File: src/rtl/mic_pkg.sv
// Shared definitions for the PDM microphone capture path: FSM state encoding
// and the default mic-clock divider and sample window.
package mic_pkg;

  typedef logic [1:0] state_t;

  localparam state_t IDLE = 2'd0;
  localparam state_t RUN  = 2'd1;
  localparam state_t STOP = 2'd2;

  localparam int DEF_CLK_DIV = 25;
  localparam int DEF_WINDOW  = 64;

endpackage

File: src/rtl/mic_clk_gen.sv
// Mic clock generator: divides clk down to a 50% duty mclk and flags the
// cycle in which mclk is about to rise or fall.
module mic_clk_gen
  import mic_pkg::*;
#(
  parameter int CLK_DIV = DEF_CLK_DIV
) (
  input  logic clk,
  input  logic reset,
  input  logic run,
  output logic mclk,
  output logic rise,
  output logic fall,
  output logic parked
);

  localparam int DW = (CLK_DIV > 1) ? $clog2(CLK_DIV) : 1;
  localparam logic [DW-1:0] DIV_LAST = DW'(CLK_DIV - 1);

  logic [DW-1:0] div;
  logic          tc;

  assign tc = run && (div == DIV_LAST);

  // NOTE: registered state uses <= so every flop samples pre-edge values.
  always_ff @(posedge clk) begin
    if (reset) begin
      div  <= '0;
      mclk <= 1'b0;
    end else if (!run) begin
      div <= '0;
    end else if (tc) begin
      div  <= '0;
      mclk <= ~mclk;
    end else begin
      div <= div + 1'b1;
    end
  end

  // Strobes describe the mclk value that appears after this clk edge.
  assign rise   = tc & ~mclk;
  assign fall   = tc &  mclk;
  assign parked = ~mclk;

endmodule

File: src/rtl/pdm_mic_ctrl.sv
// PDM microphone capture sequencer: start/stop FSM, ones-count accumulation
// over a fixed window, and a valid/ready sample output with sticky overrun.
module pdm_mic_ctrl
  import mic_pkg::*;
#(
  parameter  int CLK_DIV = DEF_CLK_DIV,
  parameter  int WINDOW  = DEF_WINDOW,
  localparam int SW      = $clog2(WINDOW + 1)
) (
  input  logic          clk,
  input  logic          reset,
  input  logic          enable,
  input  logic          lr_sel,
  input  logic          dataint,
  output logic          mclk,
  output logic          lr,
  output logic [SW-1:0] sample,
  output logic          sample_valid,
  input  logic          sample_ready,
  output logic          overrun,
  output logic          busy
);

  localparam int BW = $clog2(WINDOW);
  localparam logic [BW-1:0] BIT_LAST = BW'(WINDOW - 1);

  state_t        state;
  state_t        state_nxt;
  logic          sel;
  logic [SW-1:0] acc;
  logic [BW-1:0] bitcnt;
  logic          run;
  logic          rise;
  logic          fall;
  logic          parked;
  logic          cap;
  logic          close_win;
  logic          stop_entry;

  assign run = (state != IDLE);

  mic_clk_gen #(
    .CLK_DIV (CLK_DIV)
  ) u_clk_gen (
    .clk    (clk),
    .reset  (reset),
    .run    (run),
    .mclk   (mclk),
    .rise   (rise),
    .fall   (fall),
    .parked (parked)
  );

  assign cap        = (state == RUN) && (sel ? fall : rise);
  assign close_win  = cap && (bitcnt == BIT_LAST);
  assign stop_entry = (state == RUN) && !enable;

  // NOTE: the default assignment up front keeps this block free of latches.
  always_comb begin
    state_nxt = state;
    case (state)
      IDLE:    if (enable && parked) state_nxt = RUN;
      RUN:     if (!enable)          state_nxt = STOP;
      STOP:    if (fall)             state_nxt = IDLE;
      default:                       state_nxt = IDLE;
    endcase
  end

  // Channel select is frozen while capturing; lr itself just follows lr_sel.
  always_ff @(posedge clk) begin
    if (reset) begin
      state <= IDLE;
      sel   <= 1'b0;
      lr    <= 1'b0;
    end else begin
      state <= state_nxt;
      lr    <= lr_sel;
      if (state == IDLE) sel <= lr_sel;
    end
  end

  always_ff @(posedge clk) begin
    if (reset || stop_entry) begin
      acc    <= '0;
      bitcnt <= '0;
    end else if (close_win) begin
      acc    <= '0;
      bitcnt <= '0;
    end else if (cap) begin
      acc    <= acc + SW'(dataint);
      bitcnt <= bitcnt + 1'b1;
    end
  end

  // A closing window either publishes (slot free or being accepted) or is
  // dropped and flagged; a plain accept only frees the slot.
  always_ff @(posedge clk) begin
    if (reset) begin
      sample       <= '0;
      sample_valid <= 1'b0;
      overrun      <= 1'b0;
    end else if (close_win) begin
      if (!sample_valid || sample_ready) begin
        sample       <= acc + SW'(dataint);
        sample_valid <= 1'b1;
      end else begin
        overrun <= 1'b1;
      end
    end else if (sample_valid && sample_ready) begin
      sample_valid <= 1'b0;
    end
  end

  assign busy = (state != IDLE);

endmodule

File: config.mk
export PLATFORM = sky130hd
export DESIGN_NAME = pdm_mic_ctrl
export DESIGN_NICKNAME = d
export VERILOG_FILES = /design/src/rtl/mic_pkg.sv /design/src/rtl/mic_clk_gen.sv /design/src/rtl/pdm_mic_ctrl.sv
export SDC_FILE = /design/constraint.sdc
export NUM_CORES = 1
export LEC_CHECK = 0
export CAP_MARGIN = 0
export CORE_ASPECT_RATIO = 0.6
export CORE_MARGIN = 4
export CORE_UTILIZATION = 45
export CTS_CLUSTER_DIAMETER = 80
export DETAILED_ROUTE_END_ITERATION = 10
export GPL_ROUTABILITY_DRIVEN = 0
export GPL_TIMING_DRIVEN = 0
export PLACE_DENSITY = 0.79
export SLEW_MARGIN = 10
export SYNTH_ARGS = -nofsm -noshare
export SYNTH_HDL_FRONTEND = slang
export SYNTH_SLANG_ARGS = --single-unit
File: constraint.sdc
create_clock -name clk -period 1.65 [get_ports clk]
set_clock_uncertainty 0.15 [all_clocks]
set_input_delay 0.4125 -clock clk [delete_from_list [all_inputs] [get_ports clk]]
set_output_delay 0.4125 -clock clk [all_outputs]
set_load 0.03 [all_outputs]
==> results <==
- The flow ran to the end, but the final reports show violations.
- The number of buffers added on ports is 16.
- Setup violations remaining at the end of the flow were counted as 26.
- Global routing consumed, over all layers together, 20.6% of the routing resources.
- The path length in cells of the critical path is 5.
- The worst setup timing slack at the placement stage is -0.645 ns.
- The switching part of the total is 25.9%.
- Sequential elements use 43.4% of the synthesized area.
- The routed design has 5240 µm of wire.
- At the pin with the least slew margin, the transition time is 0.616 ns.
- The longest clock path from root to sink contains 2 buffers.
- The clock-pin transition on the worst setup and hold timing paths is 0.07 ns.
- Sorting the synthesized cells by area gives the leading types as sky130_fd_sc_hd__dfxtp_1, sky130_fd_sc_hd__xnor2_1, sky130_fd_sc_hd__ha_1.
- The highest ir drop seen on vdd is 0.496 mV.
- Dividing the detail-routed via count by the number of cells gives 6.07.
- Data arrives at the worst endpoint at 1.91 ns.
- The number of design rule violations left after detail routing is 0.
- After synthesis the cells add up to 1480 µm².
- The final max-slew violation count is 0.
- The final net count is 213.
- The effective utilization at floorplan is 49.1%.
- The number of buffers and inverters on the critical path is 1.
- In the synthesized netlist the dominant register cell turns out to be sky130_fd_sc_hd__dfxtp_1.
- The clock latency of the later-clocked register in the worst-skew pair is 0.29 ns.
- After routing the design area is 2340 µm².
- The global-route wire length before repair is 6560 µm.
- The fraction of registers with async set or reset after synthesis is 0%.
- In this run, flip-flops and latches consume 50.5% of the power.
- Along the worst path, the maximum fanout reaches 7.
- The layout-stage area growth over the synthesis result is 58.9%.
- The number of cells produced by synthesis is 161.
- The cell type of the slowest stage on the worst timing path is sky130_fd_sc_hd__dfxtp_1.
- The hold-fix buffer count after cts is 0.
- The capture endpoint of the worst hold path is overrun.
- The worst hold path belongs to the class reg2reg.
- A synthesized cell averages 9.16 µm².
- The share of the synthesized area in the top cell type is 43.4%.
- In the final layout, the share of cells above drive strength 1 is 49.3%.
- The maximum single-stage delay on the critical path is 0.50 ns.
- The placed cell area is 1720 µm².
- Pin placement for this block handled 18 I/O pins.
- The worst-case headroom to the max-slew limit is 59.0%.
- Setup repair after global routing could not meet its margin everywhere.
- The reg-to-reg critical path endpoint is bitcnt[5].
- Across the run, the number of max-cap violations was 0.
- The count of antenna diodes in the layout is 0.
- The worst register-to-register path begins at u_clk_gen.div[3].
- The via count is 1488.
- The worst path uses 115% of the clock period.
- The final reports fail on negative setup slack.
- The via count of the first global-routing pass is 1353.
- The startpoint identified for the worst hold timing path is overrun.
- The global-route congestion overflow total is 0.
- In this run, synthesis produced a sequential element count of 32.
- TritonCTS built the clock tree.
- For this design the total switching power over the nets is 0.406 mW.
- The slack of the worst reg-to-reg path is -0.24 ns.
- Entering global routing, the biggest net connects 11 pins.
- The startpoint type of the worst setup path is a flop.
- The average wire length per cell after detail routing is 21.4 µm.
- When the netlist entered floorplanning its net count stood at 172.
- The critical path class is reg2reg.
- For this design, the sink count on the clock tree is 32.
- The total iterations of the first detailed-routing run is 4.
- Combinational cells account for 8.2% of the total power.
- The detail route stage leaves a number of antenna-violating nets equal to 0.
- Row generation in the floorplan step produced 15 rows.
- The analysis attributes to cell leakage a power of 0.799 nW.
- The HPWL reported at the end of detailed placement is 2360 µm.
- The root buffer cell chosen for the clock tree is sky130_fd_sc_hd__clkbuf_8.
- The floorplan die height is 52.4 µm.
- Across all setup checks in the final design, the least slack found is -0.242 ns.
- Yosys mapped a number of flops with a built-in enable equal to 0.
- For this design the ratio of total power to cell area is 669 nW/µm².
- The number of levels in the clock H-tree is 2.
- The floorplan step defined a die boundary enclosing 4290 µm².
- The critical path goes through and4b_2, nand3_4, buf_4, o31ai_1, a21oi_2.
- Clock tree synthesis inserted a total of 5 buffers.
- The endpoint type of the worst setup path is a flop.
- The overall power of the completed layout is 1.57 mW.
- The core box area is 3000 µm².
- The internal power is 1.16 mW.
- The largest total area in the synthesized netlist belongs to sky130_fd_sc_hd__dfxtp_1.
- The required time of the critical path is 1.67 ns.
- The count of cell types in the netlist is 32.
- The worst register-to-register path has a depth of 5.
- Counting instances, the worst hold path has a depth of 2.
- In this run, the clock network consumes 41.3% of the power.
- The initial antenna violation count came to 0.
- Static timing analysis puts the maximum clock frequency at 0.529 GHz.
- The kind of cell with the highest combined delay along the critical path is flip-flops.
- The chip width is 81.9 µm.
- The number of warnings reported in the yosys synthesis log is 0.
- The violation count after the first detailed-routing iteration is 89.
- The final-report hold violation count is 0.
- For this run, the share of the core covered by cells in the final layout is 78.1%.
- The clock period minus worst slack is 1.89 ns.
-- power by group through the flow --
stage | clock network [mW] | registers, mW | logic [mW]
floorplan | 0 | 0.807 | 0.0533
global placement | 0 | 0.806 | 0.0844
detailed placement | 0 | 0.806 | 0.0865
CTS | 0.629 | 0.790 | 0.104
global route | 0.692 | 0.793 | 0.135
finish | 0.648 | 0.793 | 0.128
-- through the flow --
stage | hold WS, ns | instances | TNS [ns]
final | 0.348 | 245 | -1.59
after global routing | 0.367 | 245 | -2.47
after CTS | 0.331 | 239 | -0.254
after detailed placement | 0.280 | 219 | -6.67
after global placement | 0.264 | 219 | -6.09
after floorplan | 0.257 | 161 | -0.0562
-- layout make-up --
cell class,instances,area (µm²)
buffer,6,60.1
clock buffer,6,82.6
clock inverter,2,10.0
fill,175,658
inverter,6,22.5
multi-input combinational,117,1130
sequential,32,653
tap,42,52.6
timing repair buffer,34,332
-- how the worst max path moves through the flow --
stage                      from   endpoint  slack [ns]
4_1_cts                state[1]       busy       -0.11
2_1_floorplan  u_clk_gen.div[0]  bitcnt[5]       -0.06
6_report       u_clk_gen.div[3]  bitcnt[5]       -0.24
3_5_place_dp            dataint     acc[4]       -0.64
3_3_place_gp            dataint     acc[6]       -0.62
5_1_grt        u_clk_gen.div[1]  bitcnt[5]       -0.28
-- kinds of logic after synthesis --
kind of cell | synth area share, %
AOI/OAI and AO/OA | 13.1
DFF | 43.4
adders and majority gates | 4.24
buffers and inverters | 4.58
xor gates and xnor gates | 10.7
and+or+nand+nor | 23.9
-- cells in the final DEF, fill, tap and decap left out, types with 4 or more instances in the layout --
master,n
sky130_fd_sc_hd__a21oi_1,4
sky130_fd_sc_hd__a21oi_2,10
sky130_fd_sc_hd__buf_4,12
sky130_fd_sc_hd__buf_6,6
sky130_fd_sc_hd__clkbuf_8,6
sky130_fd_sc_hd__dfxtp_1,24
sky130_fd_sc_hd__dfxtp_2,7
sky130_fd_sc_hd__dlygate4sd2_1,10
sky130_fd_sc_hd__ha_4,4
sky130_fd_sc_hd__inv_1,4
sky130_fd_sc_hd__nand2_1,11
sky130_fd_sc_hd__nand3_1,4
sky130_fd_sc_hd__nand3_4,5
sky130_fd_sc_hd__nor2_2,12
sky130_fd_sc_hd__nor2_4,4
sky130_fd_sc_hd__xnor2_1,9
sky130_fd_sc_hd__xor2_1,6
-- metal layers --
layer,share of wire (%),track usage (%)
met1,42,26.9
met2,47,32.7
met3,7.7,4.81
met4,3.2,8.56
met5,0,0
-- flip-flops by register name (all words and copies together), names as in the netlist --
name            flops
u_clk_gen.mclk      1
state               2
overrun             1
acc                 7
sample              7
u_clk_gen.div       5
sample_valid        1
sel                 1
bitcnt              6
lr                  1
-- cell usage after synthesis, drive strengths merged, types with 4 or more instances --
master,number
nor3,4
nor2,19
a311oi,5
xor2,7
nor4,5
a21oi,15
inv,6
ha,5
xnor2,11
nand2,13
dfxtp,32
nand3,10
-- tightest hold or removal path: stages (launching register included) --
cell                      delay (ns)
sky130_fd_sc_hd__dfxtp_1        0.33
sky130_fd_sc_hd__a31oi_1        0.05
sky130_fd_sc_hd__nor2_1         0.08
-- repair_timing --
item                                    4_1_cts  5_1_grt
resized for setup                            43       64
cloned                                        0        3
pin swaps                                    10       19
endpoints found under the setup margin       33       26
buffers inserted                             12        3
Power figures use the tool's default switching activity.
